<file path="config.mk">
export PLATFORM = sky130hd
export DESIGN_NAME = kbd_matrix_writer
export DESIGN_NICKNAME = d
export VERILOG_FILES = /design/src/rtl/kbd_matrix_writer.sv
export SDC_FILE = /design/constraint.sdc
export NUM_CORES = 1
export LEC_CHECK = 0
export ABC_AREA = 1
export ABC_CLOCK_PERIOD_IN_PS = 1700
export CAP_MARGIN = 20
export CORE_MARGIN = 5
export CORE_UTILIZATION = 61
export CTS_CLUSTER_SIZE = 14
export DETAILED_ROUTE_END_ITERATION = 12
export DONT_BUFFER_PORTS = 1
export HOLD_SLACK_MARGIN = 0.12
export PLACE_DENSITY = 0.84
export SYNTH_ARGS = -nofsm -noshare
export SYNTH_HDL_FRONTEND = slang
export SYNTH_SLANG_ARGS = --single-unit
export TNS_END_PERCENT = 20
</file>
<file path="constraint.sdc">
create_clock -name CLK -period 1.7 [get_ports CLK]
set_input_delay 0.34 -clock CLK [delete_from_list [all_inputs] [get_ports CLK]]
set_output_delay 0.34 -clock CLK [all_outputs]
set_load 0.01 [all_outputs]
</file>
<file path="src/rtl/kbd_matrix_writer.sv">
// PS/2 set-2 scancode to 8x8 key-matrix writer: prefix decode, lookup, read-modify-write of one row bit.
// Optional KBD_EXT_PREFIX_EN: when defined, E0 sets the extended flag carried in MAP_CODE[8].
module kbd_matrix_writer #(
  parameter int ROWS        = 8,
  parameter int ACTIVE_HIGH = 1,
  parameter int SKIP_E1     = 7
) (
  input  logic       CLK,
  input  logic       RESET,
  input  logic [7:0] CODE,
  input  logic       CODE_VALID,
  output logic       CODE_READY,
  input  logic       RELEASE_ALL,
  output logic [8:0] MAP_CODE,
  input  logic       MAP_HIT,
  input  logic [2:0] MAP_ROW,
  input  logic [2:0] MAP_COL,
  output logic [2:0] A,
  output logic       WR,
  output logic [7:0] DI,
  input  logic [7:0] DO
);

  localparam int            SKW       = (SKIP_E1 > 0) ? $clog2(SKIP_E1 + 1) : 1;
  localparam logic [SKW-1:0] SKIP_INIT = SKW'(SKIP_E1);
  localparam logic [2:0]    LAST_ROW  = 3'(ROWS - 1);
  localparam logic          PRESS_BIT = (ACTIVE_HIGH != 0);
  localparam logic [7:0]    IDLE_ROW  = (ACTIVE_HIGH != 0) ? 8'h00 : 8'hFF;

  typedef enum logic [2:0] {SWEEP, IDLE, LOOKUP, RD, WB} state_t;

  state_t         state_q, state_d;
  logic [2:0]     sweep_q;
  logic [2:0]     row_q;
  logic [2:0]     col_q;
  logic [2:0]     a_q;
  logic           ext_q;
  logic           brk_q;
  logic           op_brk_q;
  logic           pending_q;
  logic [SKW-1:0] skip_q;
  logic           accept;
  logic           byte_data;
  logic           byte_err;
  logic [7:0]     wb_data;

  assign CODE_READY = !RESET && (state_q == IDLE) && !pending_q;
  assign accept     = CODE_VALID && CODE_READY;

  // NOTE: every always_comb output gets a default first so no latch is inferred.
  always_comb begin
    byte_data = 1'b0;
    byte_err  = 1'b0;
    if (skip_q == '0) begin
      case (CODE)
        8'hE0, 8'hF0, 8'hE1: ;
        8'h00, 8'hFF:        byte_err  = 1'b1;
        default:             byte_data = 1'b1;
      endcase
    end
  end

  always_comb begin
    state_d = state_q;
    case (state_q)
      SWEEP:  if (sweep_q == LAST_ROW) state_d = IDLE;
      IDLE: begin
        if (pending_q)                  state_d = SWEEP;
        else if (accept && byte_data)   state_d = LOOKUP;
      end
      LOOKUP: state_d = MAP_HIT ? RD : IDLE;
      RD:     state_d = WB;
      WB:     state_d = IDLE;
      default: state_d = SWEEP;
    endcase
  end

  always_comb begin
    wb_data        = DO;
    wb_data[col_q] = op_brk_q ? ~PRESS_BIT : PRESS_BIT;
  end

  // A holds its last value outside SWEEP/RD/WB; reset masks every RAM strobe at once.
  always_comb begin
    A  = a_q;
    WR = 1'b0;
    DI = 8'h00;
    case (state_q)
      SWEEP: begin
        A  = sweep_q;
        WR = 1'b1;
        DI = IDLE_ROW;
      end
      RD: A = row_q;
      WB: begin
        A  = row_q;
        WR = 1'b1;
        DI = wb_data;
      end
      default: ;
    endcase
    if (RESET) begin
      A  = 3'd0;
      WR = 1'b0;
      DI = 8'h00;
    end
  end

  // NOTE: sequential state uses non-blocking assignments only.
  always_ff @(posedge CLK) begin
    if (RESET) begin
      state_q   <= SWEEP;
      sweep_q   <= 3'd0;
      a_q       <= 3'd0;
      row_q     <= 3'd0;
      col_q     <= 3'd0;
      MAP_CODE  <= 9'd0;
      ext_q     <= 1'b0;
      brk_q     <= 1'b0;
      op_brk_q  <= 1'b0;
      pending_q <= 1'b0;
      skip_q    <= '0;
    end else begin
      state_q <= state_d;
      a_q     <= A;

      if (state_q == SWEEP)
        sweep_q <= (sweep_q == LAST_ROW) ? 3'd0 : sweep_q + 3'd1;

      // A request arriving in the same cycle the sweep starts keeps the flag set.
      if (RELEASE_ALL || (accept && byte_err))
        pending_q <= 1'b1;
      else if (state_q == IDLE && pending_q)
        pending_q <= 1'b0;

      if (accept) begin
        if (skip_q != '0) begin
          skip_q <= skip_q - SKW'(1);
        end else begin
          case (CODE)
`ifdef KBD_EXT_PREFIX_EN
            8'hE0: ext_q <= 1'b1;
`else
            8'hE0: ext_q <= 1'b0;
`endif
            8'hF0: brk_q <= 1'b1;
            8'hE1: begin
              skip_q <= SKIP_INIT;
              ext_q  <= 1'b0;
              brk_q  <= 1'b0;
            end
            8'h00, 8'hFF: begin
              ext_q <= 1'b0;
              brk_q <= 1'b0;
            end
            default: MAP_CODE <= {ext_q, CODE};
          endcase
        end
      end

      if (state_q == LOOKUP) begin
        ext_q <= 1'b0;
        brk_q <= 1'b0;
        if (MAP_HIT) begin
          row_q    <= MAP_ROW;
          col_q    <= MAP_COL;
          op_brk_q <= brk_q;
        end
      end
    end
  end

endmodule

</file>
### Yosys cells after proc, flatten, opt, wreduce, memory -nomap -nowiden

Cells that the tools add are included.

* logic and storage cells: 80
* output and inout port bits: 22
* register bits after elaboration: 29
* input bits: 27

* reduce and logical (&&, ||, !) cells: 28
* bitwise operators: 2
* eq/ne operators: 11
* add/subtract/negate cells: 2
* order comparisons: 2
* mux-type cells: 25

Operators by type and width (count)
* == test 8 bit, second input constant: 4
* 2-to-1 mux 3 bit: 7
* 2-to-1 mux 8 bit: 2
* case mux 3 bit (5 select lines): 1
* 2-to-1 mux 1 bit: 10
* bitwise mux 8 bit: 1
* zero test 8 bit: 1
* OR reduction 2 bit: 4
* logical AND 1 bit: 7
* == test 3 x 2 -> 1 bit, second input constant: 2
* == test 3 bit, second input constant: 2
* zero test 3 bit: 2
* case mux 3 bit (2 select lines): 1
* AND reduction 2 bit: 3
* AND reduction 3 bit: 2
* nonzero test 2 bit: 3
* OR reduction 5 bit: 1
* less-than comparator 3 x 4 -> 1 bit, second input constant: 1
* adder 3 x 1 -> 3 bit, second input constant: 1
* demux 1 bit (select 3 bit): 1
* == test 3 x 1 -> 1 bit, second input constant: 1
* greater-or-equal comparator 3 x 1 -> 1 bit, second input constant: 1
* inequality test 3 x 2 -> 1 bit, second input constant: 1
* nonzero test 3 bit: 1
* 8 further kinds: 10

### Depth between registers and ports, before layout

Gate-level depths: netlist of the first run.

* depth in word-level cells: 8
* mapped depth: 11
* depth with buffers taken out: 11

### Least setup slack after synthesis of the first run

No wires, ideal clock.

* path type: flip-flop to output port
* start point: reg state_q[0]
* end point: out DI[6]
* data required time: 1.360 ns
* path slack: 0.094 ns
* buffers on the path: 0
* arrival: 1.266 ns
* stages on the path, launching flop included: 6
* cell sequence: dfxtp_1 -> nor2_1 -> inv_1 -> nor2_1 -> nand2_1 -> a211oi_1

* cells in the longest elaborated chain, start to end: 3

RTL lines
* from (decl): RTL line 32 `state_t state_q, state_d;`
* from (signal assigned): RTL line 124 `state_q <= state_d;`
* == test 3 bit: RTL line 88 `case (state_q)`
* 2-to-1 mux 8 bit: RTL line 88
* 2-to-1 mux 8 bit: RTL line 102 `if (RESET) begin`
* to (decl): RTL line 20 `output logic [7:0] DI,`

No other way between the ends.

### Worst setup path after layout of the first run

* start point: reg state_q[0]
* end point: out DI[2]

Same word-level chain as after synthesis.

==> results of run 1 <==
[repair_timing]
action / CTS / global route
hold buffers: 1 / 0
pin swaps: 14 / 5
resized for setup: 42 / 0
cloned: 0 / 0
buffers inserted: 6 / 0
endpoints found under the hold margin: 6 / 0
setup endpoints to repair: 11 / 11
[through the flow]
step	setup WS, ps	hold WS [ps]	power [mW]	cell area (um2)
after global placement	56.61	412.6	1.537	1632
final	-121.0	161.4	2.293	1881
after global routing	-192.4	173.7	2.443	1881
after floorplan	94.00	418.4	1.414	1529
after detailed placement	29.12	414.7	1.553	1632
after CTS	-71.39	153.8	2.264	1881
[sequential cells by signal, indices dropped and copies added (netlist names), 3 cells and up]
name      cells
MAP_CODE      8
a_q           3
col_q         3
row_q         3
skip_q        3
state_q       3
sweep_q       3
[area by class of cell]
cell class | count | area (um2) | share of cell area
flip-flops and latches | 29 | 590.6 | 0.3140
inverters | 37 | 143.9 | 0.07651
repair buffers | 19 | 148.9 | 0.07918
multi-input cells | 156 | 904.6 | 0.4810
clock buffers | 7 | 55.05 | 0.02927
well taps | 30 | 37.54 | 0.01996
[layer usage]
metal	up-vias	GRT usage	share of wire	routed length, um
li1	774	-	-	-
met1	705	0.2576	0.39	1542
met2	48	0.3873	0.49	1921
met3	15	0.09719	0.089	349
met4	0	0.1139	0.028	111
met5	-	0	0	0
[critical path: stages, from the launching register on]
cell and delay [ps]:
dfxtp_2 330, nor2_2 120, inv_2 90, nor2_4 140
nand2_4 110, a211oi_2 210, buf_4 160
[worst min path at each step]
stage	to	start	slack, ps	depth (start not counted)
after detailed placement	a_q[1]$_SDFF_PP0_	RESET	410	1
after floorplan	brk_q$_SDFFE_PP0P_	brk_q$_SDFFE_PP0P_	420	2
after global routing	MAP_CODE[4]$_SDFFE_PP0P_	CODE[4]	170	2
after CTS	skip_q[0]$_SDFFE_PP0P_	RESET	150	3
after global placement	pending_q$_SDFFE_PP0P_	RESET	410	1
final	MAP_CODE[4]$_SDFFE_PP0P_	CODE[4]	160	2
[cell usage in the layout (no fill, tap or decap), types with 2 or more instances in the layout]
cell      instances
a211oi_2          6
a21oi_1          12
a21oi_2           4
a22oi_2           2
a31oi_1           3
buf_4            17
clkbuf_4          5
dfxtp_1          23
dfxtp_2           5
ha_1              4
inv_1            31
inv_2             5
nand2_1          26
nand2_4           2
nand3_1          10
nand3_2           2
nor2_1           42
nor2_2            4
nor2_4            5
nor3_2            3
o21ai_0          18
o21ai_1           4
[power groups by stage]
stage               registers (mW)  logic (mW)  clock network, mW
global placement             0.884       0.654                  0
detailed placement           0.888       0.665                  0
CTS                          0.893       0.943              0.428
finish                       0.903       0.968              0.423
floorplan                    0.880       0.534                  0
global route                 0.914        1.07              0.455
[cells by family (layout without fill, tap and decap cells)]
family | Yosys count | after routing | synth area share
AND/OR/NAND/NOR | 99 | 99 | 0.2856
AO/OA/AOI/OAI | 52 | 52 | 0.1890
buffers and inverters | 42 | 63 | 0.1105
flip-flops | 29 | 29 | 0.3797
adder cells (fa/ha/maj) | 4 | 4 | 0.03273
other | 1 | 1 | 0.002453
==> impl_metrics.csv, run 1 <==
group,metric,value,unit
global_routing,grt_max_degree,23,
sta,setup_viol,11,
power_and_ir_drop,power_frac_seq,0.394,
logic_synthesis,synthTopCellsByCount,"47 x nor2_1, 35 x inv_1, 29 x dfxtp_1",
place,io_buffers,0,
status,violations,"negative setup slack",
power_and_ir_drop,clkPwrFrac,0.184,
global_routing,grt_pass1_wl,6.313,mm
sta,fin_crit_sh,1.071,
worst_setup_path,cp_max_fo,8,
worst_setup_path,r2r_start,"state_q[2]$_SDFFE_PP0P_",
logic_synthesis,ys_types,27,
place,dp_hpwl,2.452,mm
sta,setup_slack,-121.0,ps
sta,rsz0062_at_grt,"true",
logic_synthesis,synth-edff-count,0,
routing,ant_nets,0,
logic_synthesis,netlist_area,0.001529,mm2
worst_setup_path,crit_start,"state_q[0]$_SDFFE_PP0P_",
worst_setup_path,timing.rr.end,"state_q[0]$_SDFFE_PP0P_",
power_and_ir_drop,leakagePower,0.8274,nW
worst_setup_path,crit_type,"flip-flop to primary output",
power_and_ir_drop,p_int,1.386,mW
die,dieHeight,60.07,um
place,gp_congestion,0.8368,
power_and_ir_drop,switching_share,0.3954,
die,start_util,0.6286,
sta,hold_viol_final,0,
logic_synthesis,yosysWarnings,0,
routing,finalWirelength,3.924,mm
final_layout,drive_gt1_frac,0.2702,
logic_synthesis,syn_area_per_cell,6.736,um2
run,drv_cap,0,
cts,cts_max_level,2,
logic_synthesis,synth.most_common_cell,"nor2_1",
cts,cts_tree,"yes",
power_and_ir_drop,power.switching,0.9065,mW
cts,numCtsBuffers,5,
sta,fin_crit,1821,ps
power_and_ir_drop,powerDensity,1219,mW/mm2
worst_setup_path,crit_required,1360,ps
routing,avgRoutedWirePerCell,14.12,um
final_layout,diodes,0,
logic_synthesis,synth_top_area_frac,0.3797,
cts,clk_pin_slew_worst_paths,90,ps
routing,drtIter0Drc,103,
logic_synthesis,synth_nets,258,
global_routing,grt_antenna_before_repair,0,
die,core,0.002432,mm2
logic_synthesis,seq_area_frac_synth,0.3797,
routing,drc,0,
final_layout,area_growth,22.99,%
power_and_ir_drop,vdd_drop_max,1090,uV
cts,clockBufferDepth,2,
sta,clock.fmax,0.5492,GHz
worst_setup_path,critPathLaunchType,"flip-flop",
worst_setup_path,reg2reg_setup_slack,200,ps
logic_synthesis,synth.area.top_cells,"dfxtp_1 38%, nor2_1 12%, inv_1 8.6%",
logic_synthesis,ys_seq_elements,29,
logic_synthesis,synthCells,227,
routing,post_drt_via_cell_ratio,5.547,
cts,cts.sinks,29,
worst_setup_path,r2r_cells,10,
final_layout,layoutNonFillerInstCount,278,
die,io_pins,49,
worst_setup_path,endpoint,"DI[2]",
logic_synthesis,async_reset_ff_frac,0,
sta,skew,5.692,ps
sta,tns,-654.2,ps
power_and_ir_drop,p_comb_frac,0.422,
hold_path,hold_path.class,"input pin to flip-flop",
die,die-area,0.003608,mm2
logic_synthesis,synth_flop_cell,"dfxtp_1",
logic_synthesis,yosysTopAreaCell,"dfxtp_1",
place,dpl.cell_count,264,
cts,clock-root-buffer,"clkbuf_4",
final_layout,nets,279,
die,die_x,60.07,um
cts,clkLatencyLatePin,330,ps
routing,vias,1542,
worst_setup_path,critPathArrivalTime,1480,ps
routing,firstDrtPassIters,4,
final_layout,fin_util,0.7731,
global_routing,grt_overflow,0,
die,rows,18,
worst_setup_path,worstSetupEndpointType,"primary output",
status,status,"finished, violations left",
global_routing,grt_pass1_vias,1434,
sta,final_max_slew_viol_count,0,
final_layout,fillCellCount,185,
global_routing,track_usage,0.2345,
No activity file was read; power rests on OpenSTA's default activity.
==> run 2, diff against run 1 <==
Settings changed: ABC_CLOCK_PERIOD_IN_PS 1700 to unset.
==> results of run 2 <==
The final DEF is identical to that of run 1; final timing and power are the same.
